[config.mk]
export PLATFORM = sky130hd
export DESIGN_NAME = hazard_ctrl_mc
export DESIGN_NICKNAME = d
export VERILOG_FILES = /design/src/rtl/hazard_pkg.sv /design/src/rtl/hazard_ctrl_mc_match.sv /design/src/rtl/hazard_ctrl_mc.sv
export SDC_FILE = /design/constraint.sdc
export NUM_CORES = 1
export LEC_CHECK = 0
export CAP_MARGIN = 20
export CORE_AREA = 2 2 77 79
export DETAILED_ROUTE_END_ITERATION = 8
export DIE_AREA = 0 0 79 81
export PLACE_DENSITY = 0.71
export SLEW_MARGIN = 20
export SYNTH_ARGS = -nofsm -noshare
export SYNTH_HDL_FRONTEND = slang
export SYNTH_SLANG_ARGS = --single-unit
[constraint.sdc]
create_clock -name clk -period 2 [get_ports clk]
set_input_delay 0.3 -clock clk [delete_from_list [all_inputs] [get_ports clk]]
set_output_delay 0.3 -clock clk [all_outputs]
set_load 0.005 [all_outputs]
[src/rtl/hazard_pkg.sv]
// hazard_pkg: shared FSM states and encodings for the pipeline hazard controller.
package hazard_pkg;
    typedef enum logic [1:0] {RUN, LOAD_WAIT, MDU_BUSY} state_e;
    localparam logic [1:0] WD_SEL_LOAD = 2'b10;
    localparam logic [1:0] NPC_SEL_BR  = 2'b01;
    localparam logic [1:0] NPC_SEL_JMP = 2'b10;
endpackage

[src/rtl/hazard_ctrl_mc_match.sv]
// hazard_match: load-use detector comparing an EX load destination against NRP ID read ports.
module hazard_match
    import hazard_pkg::*;
#(
    parameter int AW  = 5,
    parameter int NRP = 2
) (
    input  logic              we_i,
    input  logic [1:0]        wd_sel_i,
    input  logic [AW-1:0]     wa_i,
    input  logic [NRP*AW-1:0] ra_i,
    input  logic [NRP-1:0]    re_i,
    output logic              lu_o
);
    logic hit;
    always_comb begin
        hit = 1'b0;
        for (int k = 0; k < NRP; k++) hit = hit | (re_i[k] & (ra_i[k*AW +: AW] == wa_i));
    end
    assign lu_o = we_i & (wd_sel_i == WD_SEL_LOAD) & (wa_i != '0) & hit;
endmodule

[src/rtl/hazard_ctrl_mc.sv]
// hazard_ctrl_mc: stall/flush controller for IF/ID/EX/MEM with multi-bubble load-use,
// MDU busy handshake with watchdog, external freeze and saturating perf counters.
module hazard_ctrl_mc
    import hazard_pkg::*;
#(
    parameter int AW       = 5,
    parameter int NRP      = 2,
    parameter int LOAD_LAT = 1,
    parameter int MDU_MAX  = 64,
    parameter int CNT_W    = 16
) (
    input  logic              clk,
    input  logic              rst,
    input  logic              ext_stall,
    input  logic              rf_we_ex,
    input  logic [1:0]        rf_wd_sel_ex,
    input  logic [AW-1:0]     rf_wa_ex,
    input  logic [NRP*AW-1:0] rf_ra_id,
    input  logic [NRP-1:0]    rf_re_id,
    input  logic [1:0]        npc_sel_ex,
    input  logic              mdu_start_ex,
    input  logic              mdu_done,
    output logic              stall_pc,
    output logic              stall_if_id,
    output logic              stall_id_ex,
    output logic              flush_if_id,
    output logic              flush_id_ex,
    output logic              flush_ex_mem,
    output logic              mdu_err,
    output logic [CNT_W-1:0]  stall_cnt,
    output logic [CNT_W-1:0]  flush_cnt
);
    localparam int BW = $clog2(LOAD_LAT + 1);
    localparam int TW = $clog2(MDU_MAX + 1);

    state_e           state_q, state_d;
    logic [BW-1:0]    bcnt_q, bcnt_d;
    logic [TW-1:0]    timer_q, timer_d;
    logic             err_q, err_d;
    logic [CNT_W-1:0] scnt_q, fcnt_q;
    logic             lu, br, br_hit;
    logic             s_pc, s_ifid, s_idex, f_ifid, f_idex, f_exmem;

    hazard_match #(.AW(AW), .NRP(NRP)) u_match (
        .we_i     (rf_we_ex),
        .wd_sel_i (rf_wd_sel_ex),
        .wa_i     (rf_wa_ex),
        .ra_i     (rf_ra_id),
        .re_i     (rf_re_id),
        .lu_o     (lu)
    );

    assign br = (npc_sel_ex == NPC_SEL_BR) | (npc_sel_ex == NPC_SEL_JMP);

    always_comb begin
        {s_pc, s_ifid, s_idex, f_ifid, f_idex, f_exmem} = '0;
        state_d = state_q;
        bcnt_d  = bcnt_q;
        timer_d = timer_q;
        err_d   = err_q;
        br_hit  = 1'b0;
        if (ext_stall) {s_pc, s_ifid, s_idex} = '1;
        else case (state_q)
            RUN: begin
                if (lu) begin
                    {s_pc, s_ifid, f_idex} = '1;
                    if (LOAD_LAT > 1) begin
                        state_d = LOAD_WAIT;
                        bcnt_d  = BW'(LOAD_LAT - 1);
                    end
                end else if (mdu_start_ex) begin
                    {s_pc, s_ifid, s_idex, f_exmem} = '1;
                    state_d = MDU_BUSY;
                    timer_d = TW'(1);
                end else if (br) begin
                    {f_ifid, f_idex} = '1;
                    br_hit = 1'b1;
                end
            end
            LOAD_WAIT: begin
                {s_pc, s_ifid, f_idex} = '1;
                bcnt_d = bcnt_q - BW'(1);
                if (bcnt_q == BW'(1)) state_d = RUN;
            end
            MDU_BUSY: begin
                // done beats the watchdog when both land on the same cycle
                if (mdu_done) state_d = RUN;
                else if (timer_q == TW'(MDU_MAX)) begin
                    err_d   = 1'b1;
                    state_d = RUN;
                end else begin
                    {s_pc, s_ifid, s_idex, f_exmem} = '1;
                    timer_d = timer_q + TW'(1);
                end
            end
            default: state_d = RUN;
        endcase
    end

    always_ff @(posedge clk or posedge rst) begin
        if (rst) begin
            state_q <= RUN;
            bcnt_q  <= '0;
            timer_q <= '0;
            err_q   <= 1'b0;
            scnt_q  <= '0;
            fcnt_q  <= '0;
        end else begin
            state_q <= state_d;
            bcnt_q  <= bcnt_d;
            timer_q <= timer_d;
            err_q   <= err_d;
            if (s_pc && !(&scnt_q)) scnt_q <= scnt_q + CNT_W'(1);
            if (br_hit && !(&fcnt_q)) fcnt_q <= fcnt_q + CNT_W'(1);
        end
    end

    assign stall_pc     = s_pc & ~rst;
    assign stall_if_id  = s_ifid & ~rst;
    assign stall_id_ex  = s_idex & ~rst;
    assign flush_if_id  = f_ifid & ~rst;
    assign flush_id_ex  = f_idex & ~rst;
    assign flush_ex_mem = f_exmem & ~rst;
    assign mdu_err      = err_q;
    assign stall_cnt    = scnt_q;
    assign flush_cnt    = fcnt_q;
endmodule

Word level (Yosys, flattened, before mapping). Index checks and enable logic that the tools add are counted.

Add/subtract/negate cells: 4. Eq/ne operators: 14. Mux-type cells: 29. Bitwise operators: 15. Reductions and logical operators: 13.

Operator list (count): 16-bit by 1-bit adder with 16-bit output (second input constant) (2); 16-bit AND reduction (2); 7-bit 2-to-1 mux (4); 1-bit 2-to-1 mux (15); 7-bit one-hot mux with 2 select lines (1); 1-bit AND (10); 5-bit equality test (2); 2-bit 2-to-1 mux (5); 2-bit inequality test (second input constant) (5); 7-bit by 1-bit adder with 7-bit output (second input constant) (1); 7-bit equality test (second input constant) (1); 2-bit equality test (second input constant) (3); 2-bit one-hot mux with 3 select lines (1); 6-bit AND reduction (1); 5-bit AND reduction (1); 5-bit nonzero test (1); 2-bit by 1-bit equality test with 1-bit output (second input constant) (2); 1-bit one-hot mux with 2 select lines (2); 4-bit AND reduction (1); 3-bit inequality test (second input constant) (1); 1-bit NOT (3); 1-bit one-hot mux with 3 select lines (1); 1-bit logical AND (2); 1-bit logical NOT (2); 5 further kinds (6).

Flip-flop bits (word level): 43. Input port bits: 27. Output and inout bits: 39.

Logic depth before layout (Yosys ltp).
Word-level depth: 8. Gate-level depth with buffers: 9. Depth with buffers taken out: 8.

Hierarchy. Synthesis repeated with hierarchy kept, for this count alone.

Cell total of the unflattened synthesis: 233. Area, all modules: 2294.7 um2.

Modules (own cells, without submodules): hazard_ctrl_mc (instances 1, cells an instance 214, area an instance 2153.3 um2, sequential area each 1026.0 um2); hazard_match (instances 1, cells an instance 19, area an instance 141.4 um2, sequential area each 0.0 um2).

Least setup slack after synthesis. No wires, ideal clock.

Path type: reg2out. From: reg timer_q[0]. To: out stall_pc. Arrival time: 1.776 ns. Data required time: 1.700 ns. Setup slack: -0.076 ns. Cell stages (with the launch flop): 10. Buffers on the path: 2. Cell sequence: dfrtp_1 inv_1 ha_1 and2_1 a31oi_1 or3_1 a21oi_2 buf_6 nor2_1 buf_4.

Cells in the longest elaborated chain, start to end: 6.

RTL lines: start, declared (line hazard_ctrl_mc.sv:38) `logic [TW-1:0] timer_q, timer_d;`; start signal, assigned (line hazard_ctrl_mc.sv:111) `timer_q <= timer_d;`; 7-bit equality test (line hazard_ctrl_mc.sv:88) `else if (timer_q == TW'(MDU_MAX)) begin`; 1-bit 2-to-1 mux (2 in series); 1-bit one-hot mux with 3 select lines; 1-bit 2-to-1 mux; 1-bit AND; end, declared (line hazard_ctrl_mc.sv:23) `output logic stall_pc,`.

Every way passes these cells.

Worst setup path in the final report.
From: reg timer_q[1]. To: out stall_pc.

Cells in the longest elaborated chain, start to end: 6.

RTL lines: 7-bit equality test (line hazard_ctrl_mc.sv:88); 1-bit 2-to-1 mux (line hazard_ctrl_mc.sv:88); 1-bit 2-to-1 mux (line hazard_ctrl_mc.sv:87) `if (mdu_done) state_d = RUN;`; 1-bit one-hot mux with 3 select lines (line hazard_ctrl_mc.sv:63) `else case (state_q)`; 1-bit 2-to-1 mux (line hazard_ctrl_mc.sv:62) `if (ext_stall) {s_pc, s_ifid, s_idex} = '1;`; 1-bit AND (line hazard_ctrl_mc.sv:118) `assign stall_pc = s_pc & ~rst;`.

Every way passes these cells.

==> flow_metrics.py <==
metrics = {
    "outcome": {
        "status": "complete, but fails checks",
        "violations": "negative setup slack",
    },
    "synth": {
        "synth-compound-area-share_pct": 9.421,
        "synthXorXnorAreaFrac_pct": 15.86,
        "synth_mux_area_share_pct": 0.9746,
        "ys_seq_area_share_pct": 44.40,
        "yosys_most_used_dff": "dfrtp_1",
        "synthArstFlopShare_pct": 100.0,
        "syn_nets": 258,
        "synth_top_family_by_area": "simple AND/OR/NAND/NOR gates",
        "ys_ff_latch": 41,
        "synth_area_per_cell_um2": 10.18,
        "synthAdderAreaFrac_pct": 2.166,
        "synth-simple-area-share_pct": 24.58,
        "yosys_warnings": 0,
        "syn_area_um2": 2311,
        "yosysUniqueCellTypes": 43,
        "synth_cells": 227,
        "synth_edf_count": 0,
    },
    "place": {
        "place_congestion": 0.8220,
        "port_buffers": 65,
        "placed_area_um2": 3318,
        "place_hpwl_mm": 4.017,
    },
    "flow_run": {
        "maxCapViolCount": 0,
    },
    "worst_setup_path": {
        "cp.arrival_ps": 1840,
        "path_cells": "inv_1 -> ha_2 -> and2_4 -> a31oi_4 -> or3_4 -> a21oi_4 -> nor2_4 -> buf_2",
        "crit_path_top_delay_cell": "dfrtp_1",
        "path_delay_family": "simple AND/OR/NAND/NOR gates",
        "required_ps": 1700,
        "path_buf_inv": 2,
        "path_max_fanout": 2,
        "start_kind": "flop",
        "critical_path_class": "reg2out",
        "worst_path_largest_cell_delay_ps": 380,
        "cp-end-kind": "output port",
    },
    "cells_and_area": {
        "synthToLayoutAreaGrowth_pct": 54.14,
        "num_antenna_cells": 0,
        "final_nets": 367,
        "utilization_pct": 62.76,
        "final_area_um2": 3562,
        "drive_above_1_share_pct": 28.27,
    },
    "timing": {
        "finalCritPeriodShare_pct": 107.1,
        "worst_pin_slew_ps": 523.0,
        "tns_ps": -1180,
        "worst_slack_ps": -142.4,
        "drv_slew": 0,
        "fin_crit_ps": 2142,
        "rsz0062_at_grt": "true",
        "final-hold-violation-count": 0,
        "fmax_mhz": 466.8,
        "relSlewSlack_pct": 65.13,
        "setup_violations": 17,
        "fin_worst_skew_ps": 8.181,
    },
    "clock_tree": {
        "clkLatencyLatePin_ps": 290,
        "cts-root-buf": "clkbuf_8",
        "cts_made_buffers": 5,
        "clkTransAtPathRegs_ps": 70,
        "cts_tree": "yes",
        "cts_buffer_depth": 2,
        "cts_sinks": 41,
        "htreeDepth": 2,
        "hold_buffers": 0,
    },
    "floorplan": {
        "row_count": 28,
        "fp.dieW_um": 79,
        "initial_core_util_pct": 40.72,
        "fp.dieH_um": 81,
        "die_area_um2": 6399,
        "coreArea_um2": 5675,
        "num_io_pins": 66,
    },
    "drt": {
        "viasPerCell": 5.034,
        "ant_nets": 0,
        "drt_iter0_drc": 127,
        "drt_wl_total_mm": 5.627,
        "vias": 2069,
        "drtPass1Iterations": 4,
        "wire_per_inst_um": 13.69,
        "remaining_drc_errors": 0,
    },
    "worst_hold_path": {
        "hold_path_class": "reg2reg",
    },
    "global_routing": {
        "grt-ovfl-total": 0,
        "grtUsageTotal_pct": 18.77,
        "grt_max_degree": 42,
        "grt_pass1_wl_mm": 9.439,
        "antenna_found_initial": 0,
        "grt_pass1_vias": 2117,
    },
    "power": {
        "p_leak_nw": 1.585,
        "ir_drop_v": 0.0004465,
        "power.density_nw_per_um2": 866.2,
        "p_total_w": 0.003085,
    },
}
==> cell type report <==
cell class                 count  area, µm²
fill                         450       2113
multi-input combinational    175       1374
sequential                    41       1026
timing repair buffer         107      942.2
tap                           75      93.84
clock buffer                   5      68.82
clock inverter                 2      35.03
inverter                       6      22.52
==> what timing repair did <==
item,in CTS,in global routing
pin swaps,20,16
resized for setup,57,35
buffers inserted,9,1
hold endpoints to repair,0,0
endpoints found under the setup margin,40,29
==> where the power goes <==
part	switching, W	internal (W)
clock	0.000282	0.000363
sequential	0.000204	0.00102
combinational	0.000512	0.000703
total	0.000998	0.00209
==> synth_stat cells (all sizes together) (4+ instances only) <==
cell type | count | share of area, %
and3 | 8 | 2.2
nand4 | 11 | 3.2
nand2 | 23 | 3.7
xnor2 | 25 | 9.8
nor4 | 4 | 1.1
xor2 | 16 | 6.1
nor2 | 13 | 2.1
nand3 | 15 | 3.2
ha | 4 | 2.2
inv | 6 | 0.97
nor3 | 10 | 3.1
a21oi | 8 | 1.9
a31oi | 6 | 1.6
nand2b | 5 | 1.4
dfrtp | 41 | 44
==> layer usage <==
metal	track usage (%)	vias to the layer above	share of wire [%]
met3	3.778	9	3.9
met5	0	-	0
met2	33.39	60	51
met4	7.586	0	2.0
li1	-	1015	-
met1	22.30	985	43
==> placed cells by master (no fill, tap or decap), drive strengths merged, types with 3 or more instances in the layout <==
cell type | netlist | layout
clkdlybuf4s50 | 0 | 39
and4 | 3 | 3
xor2 | 16 | 16
buf | 3 | 47
a31oi | 6 | 6
a21oi | 8 | 8
a211oi | 3 | 3
dfrtp | 41 | 41
inv | 6 | 6
o21ai | 3 | 3
dlymetal6s2s | 0 | 5
nand4 | 11 | 11
and3 | 8 | 8
clkdlybuf4s15 | 0 | 4
nor3b | 3 | 3
nor3 | 10 | 10
xnor2 | 25 | 25
nand3 | 15 | 15
dlygate4sd2 | 0 | 4
clkbuf | 2 | 13
ha | 4 | 4
nor4 | 4 | 4
nand2b | 5 | 5
nand2 | 23 | 23
nor2 | 13 | 13
==> worst paths after layout <==
path	slack (ps)	cells past startpoint	to	startpoint
max	-140	8	stall_pc	timer_q[1]$_DFFE_PP0P_
min	480	1	mdu_err$_DFFE_PP0P_	mdu_err$_DFFE_PP0P_
max in group asynchronous	1010	3	flush_cnt[0]$_DFFE_PP0P_	rst
max reg2reg	-100	10	stall_cnt[1]$_DFFE_PP0P_	timer_q[1]$_DFFE_PP0P_
min in group asynchronous	630	3	state_q[1]$_DFFE_PP0P_	rst
min reg2reg	480	1	mdu_err$_DFFE_PP0P_	mdu_err$_DFFE_PP0P_
==> registers in the layout (all words and copies together) (netlist names) <==
register	count
flush_cnt	16
stall_cnt	16
timer_q	7
mdu_err	1
state_q	1
==> metrics by stage <==
step                      hold slack (ps)  setup slack [ps]  cells
after global routing                526.1            -225.1    411
final                               482.1            -142.4    411
after global placement              468.1            -640.7    397
after floorplan                     460.2            -30.86    227
after detailed placement            470.1            -689.7    397
after CTS                           494.5            -172.1    411
==> worst reg2reg max path, cell delays in order (launching register included) <==
cell and delay [ps]:
dfrtp_1 380, inv_1 70, ha_2 160, and2_4 150
a31oi_4 80, or3_4 380, a21oi_4 150, buf_4 130
buf_6 120, nor2_2 60, mux2_4 300
==> kinds of logic (layout without fill, tap and decap cells) <==
kind of cell	count (synthesis)	in the layout
buf+inv	11	120
simple gates	101	101
mux	2	2
compound gates	27	27
xor+xnor	41	41
fa+ha+maj	4	4
flops	41	41
Note: power is estimated with default switching activity, not from simulation.
